--- config.mk ---
export PLATFORM = sky130hd
export DESIGN_NAME = f1_reaction
export DESIGN_NICKNAME = d
export VERILOG_FILES = /design/src/rtl/f1_reaction.sv
export SDC_FILE = /design/constraint.sdc
export NUM_CORES = 1
export LEC_CHECK = 0
export CORE_MARGIN = 10
export CORE_UTILIZATION = 55
export CTS_BUF_LIST = sky130_fd_sc_hd__clkbuf_8
export CTS_CLUSTER_DIAMETER = 30
export DETAILED_ROUTE_END_ITERATION = 7
export PLACE_DENSITY_LB_ADDON = 0.05
export SLEW_MARGIN = 40
export SYNTH_ARGS = -nofsm -noshare
export SYNTH_HDL_FRONTEND = slang
export SYNTH_SLANG_ARGS = --single-unit
--- constraint.sdc ---
create_clock -name clk -period 2.74 [get_ports clk]
set_input_delay 0.548 -clock clk [delete_from_list [all_inputs] [get_ports clk]]
set_output_delay 0.548 -clock clk [all_outputs]
set_load 0.05 [all_outputs]
--- src/rtl/f1_reaction.sv ---
// f1_reaction: reaction-time measurement for the F1 start-light interface.
// Watches the light pattern from the sequencer. It detects lights-out (all
// eight lit, then all dark) and counts timebase ticks until the driver's
// button rises. It also flags jump starts and timeouts.
//
// Ports:
//   clk            clock
//   rst            synchronous active-high reset
//   en             timebase tick, one-cycle pulse; the counter advances only on these
//   led_num[7:0]   current light pattern
//   trigger        driver button (level); the rising edge is the press
//   reaction_time  last measured tick count, held until the next result
//   valid          one-cycle pulse when reaction_time is updated
//   jump_start     high while a jump start is being flagged
//   timeout        set with a timeout result, cleared when the next sequence arms
//   busy           high while armed or timing
//
// state  | meaning
// IDLE   | waiting for a light sequence to begin
// ARMED  | lights sequencing; all_lit records that 8'hFF was seen
// TIMING | lights out, counting ticks until a press or TIMEOUT
// DONE   | result published, waiting for the next sequence
// FAULT  | press before lights-out; held until the lights go dark
module f1_reaction #(
  parameter int unsigned          WIDTH   = 16,
  parameter logic [WIDTH-1:0]     TIMEOUT = WIDTH'(2000)
) (
  input  logic             clk,
  input  logic             rst,
  input  logic             en,
  input  logic [7:0]       led_num,
  input  logic             trigger,
  output logic [WIDTH-1:0] reaction_time,
  output logic             valid,
  output logic             jump_start,
  output logic             timeout,
  output logic             busy
);

  localparam logic [2:0] IDLE   = 3'd0;
  localparam logic [2:0] ARMED  = 3'd1;
  localparam logic [2:0] TIMING = 3'd2;
  localparam logic [2:0] DONE   = 3'd3;
  localparam logic [2:0] FAULT  = 3'd4;

  logic [2:0]       state_q, state_d;
  logic [WIDTH-1:0] cnt_q, cnt_d;
  logic [WIDTH-1:0] rt_q, rt_d;
  logic             all_lit_q, all_lit_d;
  logic             valid_q, valid_d;
  logic             timeout_q, timeout_d;
  logic             trig_q;
  logic             rise;
  logic [WIDTH:0]   cnt_inc;

  assign rise    = trigger & ~trig_q;
  // One bit wider, so that the compare against TIMEOUT cannot wrap.
  assign cnt_inc = {1'b0, cnt_q} + {{WIDTH{1'b0}}, 1'b1};

  always_comb begin
    state_d   = state_q;
    cnt_d     = cnt_q;
    rt_d      = rt_q;
    all_lit_d = all_lit_q;
    valid_d   = 1'b0;
    timeout_d = timeout_q;
    case (state_q)
      IDLE: begin
        if (led_num != 8'h00) begin
          state_d   = ARMED;
          all_lit_d = 1'b0;
          timeout_d = 1'b0;
        end
      end
      ARMED: begin
        if (led_num == 8'hFF) all_lit_d = 1'b1;
        // A press in the same cycle the lights go dark is still a jump start.
        if (rise) begin
          state_d = FAULT;
        end else if (led_num == 8'h00) begin
          if (all_lit_q) begin
            state_d = TIMING;
            cnt_d   = '0;
          end else begin
            state_d = IDLE;
          end
        end
      end
      TIMING: begin
        if (rise) begin
          state_d = DONE;
          rt_d    = cnt_q;
          valid_d = 1'b1;
        end else if (en) begin
          if (cnt_inc == {1'b0, TIMEOUT}) begin
            state_d   = DONE;
            rt_d      = TIMEOUT;
            timeout_d = 1'b1;
            valid_d   = 1'b1;
          end else begin
            cnt_d = cnt_inc[WIDTH-1:0];
          end
        end
      end
      DONE: begin
        if (led_num != 8'h00) begin
          state_d   = ARMED;
          all_lit_d = 1'b0;
          timeout_d = 1'b0;
        end
      end
      FAULT: begin
        if (led_num == 8'h00) state_d = IDLE;
      end
      default: state_d = IDLE;
    endcase
  end

  always_ff @(posedge clk) begin
    if (rst) begin
      state_q   <= IDLE;
      cnt_q     <= '0;
      rt_q      <= '0;
      all_lit_q <= 1'b0;
      valid_q   <= 1'b0;
      timeout_q <= 1'b0;
      trig_q    <= 1'b0;
    end else begin
      state_q   <= state_d;
      cnt_q     <= cnt_d;
      rt_q      <= rt_d;
      all_lit_q <= all_lit_d;
      valid_q   <= valid_d;
      timeout_q <= timeout_d;
      trig_q    <= trigger;
    end
  end

  assign reaction_time = rt_q;
  assign valid         = valid_q;
  assign timeout       = timeout_q;
  assign jump_start    = (state_q == FAULT);
  assign busy          = (state_q == ARMED) || (state_q == TIMING);

endmodule
==> results.py, run 1 <==
metrics = {
    "floorplanning": {
        "initial_core_util_pct": 58.60,
        "die_area_sq_um": 6489,
        "dieWidth_um": 80.56,
        "die_h_um": 80.56,
        "core-area_sq_um": 3442,
        "row_count": 21,
        "io-pin-count": 32,
    },
    "setup_path": {
        "critPathArrivalTime_ps": 2780,
        "worstSetupPathType": "flip-flop to flip-flop",
        "r2r_start": "cnt_q[0]",
        "endpoint_kind": "flip-flop",
        "crit_fanout": 8,
        "crit_start": "cnt_q[0]",
        "cp_data_required_time_ps": 2990,
        "r2r_cells": 8,
        "startpoint_type": "flip-flop",
    },
    "routing": {
        "antenna_left": 0,
        "wl_per_cell_um": 16.17,
        "drc": 0,
        "first_pass_iters": 5,
        "routed_wl_um": 5515,
        "via_count": 2096,
        "drt-vias-per-instance": 6.147,
        "first_iter_violations": 229,
    },
    "power_and_ir_drop": {
        "p_leak_uw": 0.0008758,
        "p_per_area_nw_per_um2": 473.5,
        "ir_drop_v": 0.0004017,
    },
    "clock_network": {
        "cts.repair.resized": 0,
        "cts_setup_buffers": 0,
        "cts-root-buf": "clkbuf_8",
        "clk_pin_slew_ps": 70,
        "insertion_delay_ps": 300,
        "holdBufCountCts": 0,
        "cts_sinks": 39,
        "numCtsBuffers": 5,
        "tritoncts": "done",
        "h-tree-depth": 2,
        "clockBufferDepth": 2,
    },
    "sta": {
        "setup_violations": 0,
        "slew_violations": 0,
        "finalCriticalPeriod_ps": 2526,
        "slew_headroom_pct": 66.20,
        "rsz0062_at_grt": "no",
        "finalHoldViolCount": 0,
        "finalClockSkew_ps": 4.600,
        "holdWs_ps": 472.9,
        "worst_slew_pin_slew_ps": 505.4,
        "fin_tns_setup_ps": 0,
        "fin_ws_ps": 214.1,
        "fin_crit_sh_pct": 92.19,
        "max_freq_ghz": 0.3959,
    },
    "synth": {
        "yosysTopAreaCellShare_pct": 38.71,
        "synth-edff-count": 0,
        "seq_area_frac_synth_pct": 38.71,
        "synthDistinctLibCells": 45,
        "yosys.area.top_type": "dfxtp_1",
        "asyncSetResetFlopFracSynth_pct": 0,
        "syn_avg_cell_area_sq_um": 7.787,
        "ys_seq_elements": 39,
        "syn_inst": 259,
        "ys.flop_type": "dfxtp_1",
        "yosys_warnings": 0,
        "synth_area_leaders": "dfxtp_1, a21oi_1, nand2_1",
        "synthesis.nets": 272,
        "netlist_area_sq_um": 2017,
    },
    "cells_and_area": {
        "num-nets-final": 307,
        "area_growth_pct": 25.87,
        "drive_gt1_share_pct": 10.17,
        "design_area_sq_um": 2539,
        "antenna_cells": 0,
    },
    "global_route": {
        "antenna_found_initial": 0,
        "grt_pass1_wl_um": 8983,
        "track_usage_pct": 17.09,
        "grt_max_degree": 24,
        "grt_overflow": 0,
        "grt_pass1_vias": 1878,
    },
    "min_path": {
        "hold_path_depth": 2,
        "hp-class": "flip-flop to flip-flop",
        "hold_start": "reaction_time[5]",
    },
    "outcome": {
        "status": "completed",
    },
    "placed_design": {
        "dpl_cell_area_sq_um": 2415,
        "dpl_worst_slack_ps": 122.8,
        "dp_hpwl_um": 3788,
        "numPortBuffers": 31,
        "routabilityCongestion": 0.8773,
    },
    "run": {
        "timing.max_cap.violations": 0,
    },
}
[power by group]
part	internal (uW)	switching (uW)	total, uW	leakage [uW]
sequential	572	15.3	588	0.000315
combinational	46.0	64.3	110	0.000500
clock	295	210	504	0.0000612
[final timing paths]
check	endpoint	slack, ps
min reg2reg	reaction_time[5]	470
max reg2reg	cnt_q[10]	210
min	reaction_time[5]	470
max	cnt_q[10]	210
[through the flow]
stage	util, %	power (uW)	instances
after floorplan	-	664.6	259
after global placement	70.16	707.1	333
after detailed placement	70.16	707.2	333
after CTS	73.57	1196	341
after global routing	73.76	1233	341
final	73.76	1202	341
[flip-flops by register name, summed over array words and instances (netlist names)]
name,cells
all_lit_q,1
timeout,1
reaction_time,16
trig_q,1
cnt_q,16
valid,1
state_q,3
[routing by layer]
metal | vias up | GRT usage [%] | part of all wire, %
met4 | 0 | 6.866 | 1.1
li1 | 1020 | - | -
met1 | 953 | 22.51 | 44
met2 | 114 | 25.40 | 44
met5 | - | 0 | 0
met3 | 9 | 4.788 | 10
[cells by family (layout without fill, tap and decap cells)]
group	Yosys count	count (layout)	synth area share, %
buffers and inverters	19	55	3.784
DFF	39	39	38.71
AOI/OAI and AO/OA	77	77	23.08
xor gates and xnor gates	2	2	0.8686
and+or+nand+nor	120	120	32.44
adders and majority gates	1	1	0.6202
muxes	1	1	0.4963
[final cells by class]
type,instances,area [sq um]
flip-flops and latches,39,780.7
clock buffers,6,82.58
well taps,46,57.56
clock inverters,2,35.03
repair buffers,44,407.9
fillers,267,903.4
inverters,3,11.26
multi-input cells,201,1164
[critical path, cell delays in order (launching register included)]
cell and delay [ps]:
dfxtp_1 350, ha_1 250, nand3_1 260, nor3_1 350, xor2_1 130, and4_4 230
or3_4 410, or4_1 420, nand2_1 80
[synth_stat cells (all sizes together) (6+ instances only)]
cell,number
a31oi,8
nand2,30
clkbuf,12
a21oi,25
dfxtp,39
nand3,12
o21a,8
nor3,10
o21ai,22
nor4,6
nor2,21
nor2b,10
[cells in the final DEF, fill, tap and decap left out, types with 2 or more instances in the layout]
cell type         n
nor2b_1          10
nor3_1           10
o31ai_1           3
o21a_1            8
inv_1             3
nand3b_1          2
o22ai_1           2
a21oi_1          24
dfxtp_1          39
nand2_1          30
and2_1            3
clkdlybuf4s50_1  29
o2bb2ai_1         2
clkbuf_8          6
nand4_1           4
a31oi_1           8
nor2_1           21
o21ai_0          22
or4_1             5
nand2b_1          2
o211ai_1          2
nor4_1            5
nand3_1          12
or3_1             4
buf_4            14
No activity file was read; power rests on OpenSTA's default activity.
==> run 2: changes to the inputs <==
--- a/config.mk
+++ b/config.mk
@@ -11,7 +11,7 @@
 export CTS_CLUSTER_DIAMETER = 30
 export DETAILED_ROUTE_END_ITERATION = 7
 export PLACE_DENSITY_LB_ADDON = 0.05
-export SLEW_MARGIN = 40
+export SLEW_MARGIN = 25
 export SYNTH_ARGS = -nofsm -noshare
 export SYNTH_HDL_FRONTEND = slang
 export SYNTH_SLANG_ARGS = --single-unit
==> results of run 2 <==
The final DEF is identical to that of run 1; final timing and power are the same.
